--- config.mk ---
export PLATFORM = sky130hd
export DESIGN_NAME = csa_pipelined_adder_flat
export DESIGN_NICKNAME = d
export VERILOG_FILES = /design/src/rtl/csa_pipelined_adder_pkg.sv /design/src/rtl/csa_pipelined_adder_if.sv /design/src/rtl/csa_pipelined_adder_select_block.sv /design/src/rtl/csa_pipelined_adder.sv /design/src/flat_wrapper.sv
export SDC_FILE = /design/constraint.sdc
export NUM_CORES = 1
export LEC_CHECK = 0
export CAP_MARGIN = 20
export CORE_ASPECT_RATIO = 1.25
export CORE_MARGIN = 8
export CORE_UTILIZATION = 50
export CTS_CLUSTER_SIZE = 16
export DETAILED_ROUTE_END_ITERATION = 8
export GPL_TIMING_DRIVEN = 0
export PLACE_DENSITY = 0.83
export RECOVER_POWER = 100
export SLEW_MARGIN = 20
export SYNTH_ARGS = -nofsm -noshare
export SYNTH_HDL_FRONTEND = slang
export SYNTH_HIERARCHICAL = 1
export SYNTH_SLANG_ARGS = --single-unit
--- constraint.sdc ---
create_clock -name clk -period 6.6 [get_ports clk]
set_input_delay 0.99 -clock clk [delete_from_list [all_inputs] [get_ports clk]]
set_output_delay 0.99 -clock clk [all_outputs]
set_load 0.05 [all_outputs]
--- src/rtl/csa_pipelined_adder_pkg.sv ---
// rtl/csa_pipelined_adder_pkg.sv - shared defaults, op encoding and geometry helpers for the CSA adder
// Purpose: default N/K/STAGES, the add/sub op encoding, and the functions that derive block
//          counts and the packing offsets of the per-stage pipeline registers.
// Ports:   none (package).
package csa_pipelined_adder_pkg;

  localparam int DEF_N      = 16;
  localparam int DEF_K      = 4;
  localparam int DEF_STAGES = 2;

  typedef enum logic {
    OP_ADD = 1'b0,
    OP_SUB = 1'b1
  } op_e;

  function automatic int num_blocks(input int n, input int k);
    return n / k;
  endfunction

  function automatic int blocks_per_stage(input int n, input int k, input int stages);
    return (n / k) / stages;
  endfunction

  // Legal geometry: whole blocks, and whole blocks per stage.
  function automatic bit cfg_ok(input int n, input int k, input int stages);
    return (k > 0) && (stages > 0) && (n > 0) && ((n % k) == 0) && (((n / k) % stages) == 0);
  endfunction

  // Stage s holds (s+1)*w finished sum bits; stages are packed back to back.
  function automatic int sum_off(input int s, input int w);
    return (w * s * (s + 1)) / 2;
  endfunction

  // Stage s holds the n-(s+1)*w operand bits not yet added; packed back to back.
  function automatic int skew_off(input int s, input int n, input int w);
    return (s * n) - ((w * s * (s + 1)) / 2);
  endfunction

endpackage

--- src/rtl/csa_pipelined_adder_if.sv ---
// rtl/csa_pipelined_adder_if.sv - valid/ready operand and result bundle for the CSA adder
// Purpose: groups the operand stream (in_*) and result stream (out_*) of the adder.
// Ports:   in_valid/in_ready, A, B, C_in, sub  - operand side (master drives, slave accepts)
//          out_valid/out_ready, S, C_out, V, Z - result side (slave drives, master consumes)
interface csa_pipelined_adder_if #(
  parameter int N = 16
);

  logic         in_valid;
  logic         in_ready;
  logic [N-1:0] A;
  logic [N-1:0] B;
  logic         C_in;
  logic         sub;
  logic         out_valid;
  logic         out_ready;
  logic [N-1:0] S;
  logic         C_out;
  logic         V;
  logic         Z;

  modport master (
    output in_valid, A, B, C_in, sub, out_ready,
    input  in_ready, out_valid, S, C_out, V, Z
  );

  modport slave (
    input  in_valid, A, B, C_in, sub, out_ready,
    output in_ready, out_valid, S, C_out, V, Z
  );

endinterface

--- src/rtl/csa_pipelined_adder_select_block.sv ---
// rtl/csa_pipelined_adder_select_block.sv - one K-bit carry-select block (combinational)
// Purpose: adds a+b for carry-in 0 and 1 in parallel, then sel_c picks the matching result.
// Ports:   a, b      in  K  block operands
//          sel_c     in  1  actual carry into the block (mux select)
//          s         out K  selected sum
//          c_out     out 1  selected carry out of the block MSB
//          c_msb_in  out 1  selected carry into the block MSB (for signed overflow)
module csa_select_block #(
  parameter int K = 4
) (
  input  logic [K-1:0] a,
  input  logic [K-1:0] b,
  input  logic         sel_c,
  output logic [K-1:0] s,
  output logic         c_out,
  output logic         c_msb_in
);

  logic [K:0]   c0;
  logic [K:0]   c1;
  logic [K-1:0] s0;
  logic [K-1:0] s1;

  // Two independent ripple adders, one assuming carry-in 0, one assuming 1.
  always_comb begin
    c0    = '0;
    c1    = '0;
    s0    = '0;
    s1    = '0;
    c0[0] = 1'b0;
    c1[0] = 1'b1;
    for (int i = 0; i < K; i++) begin
      s0[i]   = a[i] ^ b[i] ^ c0[i];
      c0[i+1] = (a[i] & b[i]) | (c0[i] & (a[i] ^ b[i]));
      s1[i]   = a[i] ^ b[i] ^ c1[i];
      c1[i+1] = (a[i] & b[i]) | (c1[i] & (a[i] ^ b[i]));
    end
  end

  assign s        = sel_c ? s1 : s0;
  assign c_out    = sel_c ? c1[K] : c0[K];
  assign c_msb_in = sel_c ? c1[K-1] : c0[K-1];

endmodule

--- src/rtl/csa_pipelined_adder.sv ---
// rtl/csa_pipelined_adder.sv - pipelined carry-select adder/subtractor with valid/ready flow control
// Purpose: S = A + (sub ? ~B : B) + (sub ? 1 : C_in), split over STAGES register stages of
//          BPS carry-select blocks each; one operation per cycle, latency STAGES.
// Ports:   clk    in  1  rising-edge clock
//          rst_n  in  1  synchronous active-low reset
//          bus    slave modport of csa_pipelined_adder_if (operand and result streams)
module csa_pipelined_adder
  import csa_pipelined_adder_pkg::*;
#(
  parameter int N      = DEF_N,
  parameter int K      = DEF_K,
  parameter int STAGES = DEF_STAGES
) (
  input  logic                  clk,
  input  logic                  rst_n,
  csa_pipelined_adder_if.slave  bus
);

  localparam int NB       = num_blocks(N, K);
  localparam int BPS      = blocks_per_stage(N, K, STAGES);
  localparam int W        = BPS * K;
  localparam int SUM_W    = sum_off(STAGES, W);
  localparam int SKEW_RAW = skew_off(STAGES - 1, N, W);
  localparam int SKEW_W   = (SKEW_RAW > 0) ? SKEW_RAW : 1;

  if (!cfg_ok(N, K, STAGES)) begin : g_cfg_check
    $error("csa_pipelined_adder: N must be a multiple of K and N/K a multiple of STAGES");
  end

  op_e               op;
  logic [N-1:0]      b_eff;
  logic              cin_eff;
  logic              advance;

  logic [STAGES-1:0] vld_q;
  logic [STAGES-1:0] cry_q;
  logic [SUM_W-1:0]  sum_q;
  logic [SKEW_W-1:0] skew_a_q;
  logic [SKEW_W-1:0] skew_b_q;
  logic              v_q;
  logic              z_q;

  logic [N-1:0]      blk_s;
  logic [NB-1:0]     blk_cmsb;
  logic              unused_cmsb;

  assign op      = op_e'(bus.sub);
  assign b_eff   = (op == OP_SUB) ? ~bus.B : bus.B;
  assign cin_eff = (op == OP_SUB) ? 1'b1 : bus.C_in;

  // Single global advance: the whole pipe moves or the whole pipe holds.
  assign advance      = !vld_q[STAGES-1] || bus.out_ready;
  assign bus.in_ready = advance;

  // Only the top block's carry-into-MSB feeds V; the rest are by-products.
  assign unused_cmsb = ^blk_cmsb;

  for (genvar s = 0; s < STAGES; s++) begin : g_stg
    localparam int LO   = s * W;
    localparam int UP_W = N - LO;

    logic [UP_W-1:0]   up_a;
    logic [UP_W-1:0]   up_b;
    logic              c_src;
    logic              v_src;
    logic [LO+W-1:0]   stage_sum;

    // Stage inputs: raw operands for stage 0, skewed registers of the previous stage otherwise.
    if (s == 0) begin : g_first
      assign up_a      = bus.A;
      assign up_b      = b_eff;
      assign c_src     = cin_eff;
      assign v_src     = bus.in_valid;
      assign stage_sum = blk_s[W-1:0];
    end else begin : g_next
      localparam int SK_PREV  = skew_off(s - 1, N, W);
      localparam int SUM_PREV = sum_off(s - 1, W);
      assign up_a      = skew_a_q[SK_PREV +: UP_W];
      assign up_b      = skew_b_q[SK_PREV +: UP_W];
      assign c_src     = cry_q[s-1];
      assign v_src     = vld_q[s-1];
      assign stage_sum = {blk_s[LO +: W], sum_q[SUM_PREV +: LO]};
    end

    // Blocks of this stage; the select carry ripples from block to block through scalars
    // so the chain does not form a combinational loop on a single vector.
    for (genvar j = 0; j < BPS; j++) begin : g_blk
      localparam int G = s * BPS + j;

      logic sel_c;
      logic c_o;

      if (j == 0) begin : g_head
        assign sel_c = c_src;
      end else begin : g_tail
        assign sel_c = g_blk[j-1].c_o;
      end

      csa_select_block #(
        .K(K)
      ) u_blk (
        .a        (up_a[j*K +: K]),
        .b        (up_b[j*K +: K]),
        .sel_c    (sel_c),
        .s        (blk_s[G*K +: K]),
        .c_out    (c_o),
        .c_msb_in (blk_cmsb[G])
      );
    end

    always_ff @(posedge clk) begin
      if (!rst_n) begin
        vld_q[s]                    <= 1'b0;
        cry_q[s]                    <= 1'b0;
        sum_q[sum_off(s, W) +: LO+W] <= '0;
      end else if (advance) begin
        vld_q[s]                    <= v_src;
        cry_q[s]                    <= g_blk[BPS-1].c_o;
        sum_q[sum_off(s, W) +: LO+W] <= stage_sum;
      end
    end

    if (s < STAGES - 1) begin : g_skew
      localparam int SK = skew_off(s, N, W);
      localparam int NW = UP_W - W;

      // Operand bits still to be added travel alongside the partial sum.
      always_ff @(posedge clk) begin
        if (!rst_n) begin
          skew_a_q[SK +: NW] <= '0;
          skew_b_q[SK +: NW] <= '0;
        end else if (advance) begin
          skew_a_q[SK +: NW] <= up_a[UP_W-1:W];
          skew_b_q[SK +: NW] <= up_b[UP_W-1:W];
        end
      end
    end else begin : g_last
      // Flags are registered with the final stage so they line up with S.
      always_ff @(posedge clk) begin
        if (!rst_n) begin
          v_q <= 1'b0;
          z_q <= 1'b0;
        end else if (advance) begin
          v_q <= blk_cmsb[NB-1] ^ g_blk[BPS-1].c_o;
          z_q <= (stage_sum == '0);
        end
      end
    end
  end

  assign bus.out_valid = vld_q[STAGES-1];
  assign bus.S         = sum_q[sum_off(STAGES - 1, W) +: N];
  assign bus.C_out     = cry_q[STAGES-1];
  assign bus.V         = v_q;
  assign bus.Z         = z_q;

endmodule

--- src/flat_wrapper.sv ---
// flat-port wrapper written by rule: the top's interface ports become plain ports
module csa_pipelined_adder_flat import csa_pipelined_adder_pkg::*;
#(
  parameter int N      = DEF_N,
  parameter int K      = DEF_K,
  parameter int STAGES = DEF_STAGES
)
  (clk, rst_n, bus_in_valid, bus_A, bus_B, bus_C_in, bus_sub, bus_out_ready, bus_in_ready, bus_out_valid, bus_S, bus_C_out, bus_V, bus_Z);
  csa_pipelined_adder_if #(.N(N)) bus_i ();
  input  logic clk;
  input  logic rst_n;
  input wire logic [$bits(bus_i.in_valid)-1:0] bus_in_valid;
  input wire logic [$bits(bus_i.A)-1:0] bus_A;
  input wire logic [$bits(bus_i.B)-1:0] bus_B;
  input wire logic [$bits(bus_i.C_in)-1:0] bus_C_in;
  input wire logic [$bits(bus_i.sub)-1:0] bus_sub;
  input wire logic [$bits(bus_i.out_ready)-1:0] bus_out_ready;
  output wire logic [$bits(bus_i.in_ready)-1:0] bus_in_ready;
  output wire logic [$bits(bus_i.out_valid)-1:0] bus_out_valid;
  output wire logic [$bits(bus_i.S)-1:0] bus_S;
  output wire logic [$bits(bus_i.C_out)-1:0] bus_C_out;
  output wire logic [$bits(bus_i.V)-1:0] bus_V;
  output wire logic [$bits(bus_i.Z)-1:0] bus_Z;
  assign bus_i.in_valid = bus_in_valid;
  assign bus_i.A = bus_A;
  assign bus_i.B = bus_B;
  assign bus_i.C_in = bus_C_in;
  assign bus_i.sub = bus_sub;
  assign bus_i.out_ready = bus_out_ready;
  assign bus_in_ready = bus_i.in_ready;
  assign bus_out_valid = bus_i.out_valid;
  assign bus_S = bus_i.S;
  assign bus_C_out = bus_i.C_out;
  assign bus_V = bus_i.V;
  assign bus_Z = bus_i.Z;
  csa_pipelined_adder #(.N(N), .K(K), .STAGES(STAGES)) u_core (.clk(clk), .rst_n(rst_n), .bus(bus_i));
endmodule
# After elaboration in Yosys (flattened, before gate mapping)
# Cells that the tools add are included.
# word_totals
regBits	46
latchBits	0
ramBits	0
mem_bits_ro	0
in_bits	38
out_inout_bits	21
word_cells	138
memories	0
# classes
n_addsub	0
multipliers	0
n_div	0
magnitude_cmp	0
eq_ne	0
shift	0
muxes	11
n_bitwise	114
reduce_logical	3
# ops
op	n
$xor 1x1->1	41
$and 1x1->1	40
$or 1x1->1	28
$logic_not 16->1	1
$mux 16	1
$mux 4	4
$not 16->16	1
$mux 1	6
$not 1->1	4
$logic_not 1->1	1
$logic_or 1x1->1	1

# Depth between registers and ports, before layout
# logic_depth
ltp_word	12
mapped_depth	19
ltp_nobuf	17

# Cells and area by module
# The synthesis kept the hierarchy.
# by_module_without_submodules
module	n_inst	cells_each	area_per_inst_um2	seq_area_each_um2
csa_pipelined_adder	1	215	2133.3	920.9
csa_select_block	4	15	133.9	0.0

# Least setup slack after synthesis
# Ideal clock, no wire load.
# synth_path
path_kind	input to register
from	input bus_sub
to	register u_core.sum_q[7] (netlist: u_core/g_stg[1].stage_sum[7])
setup_ns	0.070
t_arrival_ns	4.072
required_ns	6.530
slack_ns	2.458
stages	19
path_buffers	2
cell_sequence	buf_6 > buf_12 > xor2_1 > ha_1 > inv_1 > mux2i_1 > fa_1 > inv_1 > fa_1 > inv_1 > fa_1 > mux2i_1 > fa_1 > inv_1 > fa_1 > inv_1 > fa_1 > nand2_1 > a21boi_1
# synth_via
elab_chain_len	11
elab_cells_between_ends	43
classes_between	4 x mux; 39 x bitwise
# synth_lines
element	line	source
from (decl)	flat_wrapper.sv:16	input wire logic [$bits(bus_i.sub)-1:0] bus_sub;
$mux 16 (*)	csa_pipelined_adder.sv:48	assign b_eff = (op == OP_SUB) ? ~bus.B : bus.B;
via u_core.b_eff[0]	csa_pipelined_adder.sv:31	logic [N-1:0] b_eff;
$and 1x1->1 or $xor 1x1->1 (tied branches)	csa_pipelined_adder_select_block.sv:34, csa_pipelined_adder_select_block.sv:36	
$or 1x1->1	csa_pipelined_adder_select_block.sv:36	c1[i+1] = (a[i] & b[i]) | (c1[i] & (a[i] ^ b[i]));
$and 1x1->1	csa_pipelined_adder_select_block.sv:36	
$or 1x1->1	csa_pipelined_adder_select_block.sv:36	
$and 1x1->1	csa_pipelined_adder_select_block.sv:36	
$or 1x1->1	csa_pipelined_adder_select_block.sv:36	
$and 1x1->1	csa_pipelined_adder_select_block.sv:36	
$or 1x1->1	csa_pipelined_adder_select_block.sv:36	
$mux 1 (*)	csa_pipelined_adder_select_block.sv:41	assign c_out = sel_c ? c1[K] : c0[K];
via u_core.g_stg[0].g_blk[0].c_o	csa_pipelined_adder.sv:91	logic c_o;
$mux 4 (*)	csa_pipelined_adder_select_block.sv:40	assign s = sel_c ? s1 : s0;
via u_core.blk_s[7]	csa_pipelined_adder.sv:43	logic [N-1:0] blk_s;
to (signal, indexed assignment)	csa_pipelined_adder.sv:119	sum_q[sum_off(s, W) +: LO+W] <= stage_sum;
to (decl)	csa_pipelined_adder.sv:37	logic [SUM_W-1:0] sum_q;
# Mark *: on every way through the listed nets, which the timed path passes. The rest lies on a longest branch.
# A chain may end at the register's enable or synchronous reset.

# Final worst setup path
# layout_path
from	input bus_B[0]
to	register u_core.sum_q[7] (netlist: u_core/g_stg[1].stage_sum[7])
# layout_via
elab_chain_len	12
elab_cells_between_ends	19
classes_between	3 x mux; 16 x bitwise
# layout_lines
element	line	source
from (decl)	flat_wrapper.sv:14	input wire logic [$bits(bus_i.B)-1:0] bus_B;
$not 16->16	csa_pipelined_adder.sv:48	
$mux 16 (*)	csa_pipelined_adder.sv:48	
via u_core.b_eff[0]	csa_pipelined_adder.sv:31	
$and 1x1->1 or $xor 1x1->1 (tied branches)	csa_pipelined_adder_select_block.sv:34, csa_pipelined_adder_select_block.sv:36	
$or 1x1->1	csa_pipelined_adder_select_block.sv:36	
$and 1x1->1	csa_pipelined_adder_select_block.sv:36	
$or 1x1->1	csa_pipelined_adder_select_block.sv:36	
$and 1x1->1	csa_pipelined_adder_select_block.sv:36	
$or 1x1->1	csa_pipelined_adder_select_block.sv:36	
$and 1x1->1	csa_pipelined_adder_select_block.sv:36	
$or 1x1->1	csa_pipelined_adder_select_block.sv:36	
$mux 1 (*)	csa_pipelined_adder_select_block.sv:41	
via u_core.g_stg[0].g_blk[0].c_o	csa_pipelined_adder.sv:91	
$mux 4 (*)	csa_pipelined_adder_select_block.sv:40	
via u_core.blk_s[7]	csa_pipelined_adder.sv:43	
# Marked as above.

==> flow_summary.toml <==
[final_layout]
num-nets-final = 396
antenna_cells = 0
stdcell_area_mm2 = 0.00329
drive_gt1_share_pct = 13.9
syn2layout_area_growth_pct = 23.1

[setup_path]
worst_path_max_delay_cell = "dlygate4sd3_1"
endpoint_kind = "flip-flop"
worstPathArrival_ns = 4.52
required_ns = 6.80
slowest_delay_ns = 0.54
crit_path_max_fanout = 2
path_common_cell = "fa_1"
crit_chain = "dlygate4sd3_1 > xor2_1 > inv_1 > ha_1 > mux2i_1 > fa_1 > inv_1 > fa_1 > inv_1 > fa_1 > mux2i_1 > fa_1 > inv_1 > fa_1 > inv_1 > fa_1 > nand2_1 > a21boi_0"
critPathKind = "primary input to flip-flop"
start_kind = "primary input"

[global_routing]
overflow = 0
grt_pass1_wl_um = 8760
antenna_found_initial = 0
grt_usage_pct = 13.8
grt_max_degree = 15
first_global_vias = 1904

[synth]
synthArstFlopShare_pct = 0
synth_top_family_by_area = "compound AO/OA/AOI/OAI gates"
syn-num-nets = 333
avgSynthCellArea_um2 = 9.70
synth-simple-area-share_pct = 15.5
ys.flop_type = "dfxtp_1"
synth-compound-area-share_pct = 17.6
synthMuxAreaShare_pct = 1.50
syn_area_mm2 = 0.00267
synth_fa_ha_area_share_pct = 12.8
synth.distinct_cells = 26
ys_seq_area_share_pct = 34.5
synthCells = 275
ys_ff_latch = 46
synth_enable_flop_cells = 0
ys_warn_count = 6
synth-xor-area-share_pct = 6.89

[cts]
cts_hold_buf = 0
clock_latency_ns = 0.30
clock-sinks = 46
numCtsBuffers = 5
root_buffer = "clkbuf_8"
postCtsSetupBuffers = 0
cts_resized = 0
cts_tree = "done"
clkTransAtPathRegs_ns = 0.09
clockBufferDepth = 2
htreeDepth = 2

[sta]
finalSetupTns_ns = 0
fmax_mhz = 231
drv_slew = 0
worstMarginPinSlew_ns = 0.666
setup_viol = 0
finalHoldViolations = 0
relSlewSlack_pct = 55.6
layout_min_cycle_time_ns = 4.32
skew_ns = 0.00806
whs_ns = 0.451
fin_crit_sh_pct = 65.5
rsz0062_at_grt = "false"

[drt]
viasPerCell = 4.88
wl_per_cell_um = 13.1
ant_nets = 0
drtIter0Drc = 80
num_vias = 1958
drc_errors = 0
wl_um = 5270
firstDrtPassIters = 4

[placement]
hpwlAfterDp_um = 4220
io_buffers = 56
placedInstanceArea_mm2 = 0.00331
gp_congestion = 0.805

[die]
die_area_mm2 = 0.00795
num_rows = 29
die_h_um = 97.7
coreArea_mm2 = 0.00512
start_util_pct = 52.2
io_pins = 59
die_w_um = 81.3

[power_and_ir_drop]
power_density_mw_per_mm2 = 225
p_leak_nw = 1.51
ir_drop_mv = 0.163
p_total_uw = 739

[run_status]
status = "finished, final reports clean"

[hold_path]
hold_class = "flip-flop to flip-flop"

[run]
drv_cap = 0
layout make-up:
| type | count | area (um^2) |
|---|---|---|
| Fill cell | 445 | 1830 |
| Clock buffer | 7 | 96.3 |
| Inverter | 33 | 125 |
| Tap cell | 62 | 77.6 |
| Buffer | 16 | 126 |
| Clock inverter | 1 | 8.76 |
| Sequential cell | 46 | 921 |
| Multi-Input combinational cell | 180 | 1370 |
| Timing Repair Buffer | 56 | 561 |
worst paths after layout:
kind,startpoint,to,depth (start not counted),slack (ns)
setup / recovery,bus_B[0],u_core/g_stg[1].stage_sum[7]$_SDFFE_PN0P_,18,2.28
hold / removal,u_core/bus.S[2]$_SDFFE_PN0P_,u_core/bus.S[2]$_SDFFE_PN0P_,2,0.45
setup reg to reg,u_core/g_stg[1].up_a[0]$_SDFFE_PN0P_,u_core/bus.Z$_SDFFE_PN0P_,17,2.78
hold reg to reg,u_core/bus.S[2]$_SDFFE_PN0P_,u_core/bus.S[2]$_SDFFE_PN0P_,2,0.45
logic make-up after synthesis:
| logic type | Yosys count |
|---|---|
| muxes | 4 |
| buffers and inverters | 49 |
| xor gates and xnor gates | 21 |
| and+or+nand+nor | 89 |
| adders and majority gates | 20 |
| DFF | 46 |
| AOI/OAI and AO/OA | 46 |
where the power goes:
part	leakage, nW	total, mW	switching (mW)	internal, mW
Sequential	0.381	0.330	0.0216	0.308
Combinational	1.07	0.213	0.122	0.0914
Clock	0.0544	0.196	0.0996	0.0961
through the flow:
step / util [%] / worst slack [ns] / cells
after global placement: 64.6 / 2.13 / 393
after floorplan: - / 2.46 / 275
after CTS: 66.7 / 2.37 / 401
after detailed placement: 64.6 / 2.05 / 393
final: 64.2 / 2.28 / 401
after global routing: 64.2 / 2.04 / 401
layout by cell type (no fill, tap or decap):
cell and n:
nand2_1 57, dfxtp_1 46, clkdlybuf4s50_1 33, inv_1 32
a21boi_0 25, dlygate4sd3_1 23, nand2_2 22, xor2_1 12
fa_1 12, clkbuf_1 9, a21boi_2 9, xnor2_1 9
o211a_1 9, ha_1 8, clkbuf_8 7, mux2i_1 4
buf_12 3, nor4_1 3, buf_6 2, buf_2 2
nor2_1 2, nand3_1 2, clkinv_4 1, nor2b_1 1
clkinvlp_2 1, or2_1 1, a21boi_1 1, o21a_1 1
nand4_1 1, o21ai_0 1
critical path: cells and delay by family:
family | cells | cell delay [ns]
adder cells (fa/ha/maj) | 7 | 1.91
buffers and inverters | 6 | 0.84
multiplexers | 2 | 0.45
XOR/XNOR | 1 | 0.18
AO/OA/AOI/OAI | 1 | 0.08
AND/OR/NAND/NOR | 1 | 0.06
state kept, by name (all words and copies together) (netlist names):
signal,flops
u_core/bus.S,16
u_core/bus.Z,1
u_core/g_stg.c_src,1
u_core/g_stg.up_b,8
u_core/g_stg.up_a,8
u_core/g_stg.v_src,1
u_core/bus.out_valid,1
u_core/bus.V,1
u_core/bus.C_out,1
u_core/g_stg.stage_sum,8
per-layer routing:
layer / wire length, um / share of wire (%) / vias to the layer above / GRT usage (%)
met2: 2650 / 50 / 45 / 22.9
li1: - / - / 983 / -
met5: 0 / 0 / - / 0
met3: 267 / 5.1 / 7 / 2.50
met1: 2230 / 42 / 923 / 16.5
met4: 116 / 2.2 / 0 / 6.21
synthesized netlist by cell type, types with 4 or more instances:
master	count	area, um^2
nand2_1	57	214
dfxtp_1	46	921
inv_1	32	120
a21boi_2	28	315
nand2_2	22	138
fa_1	12	240
xor2_1	12	105
o211a_1	9	90.1
xnor2_1	9	78.8
ha_1	8	100
a21boi_1	7	52.6
buf_12	5	100
buf_2	4	20.0
mux2i_1	4	40.0
No activity file was read; power rests on OpenSTA's default activity.
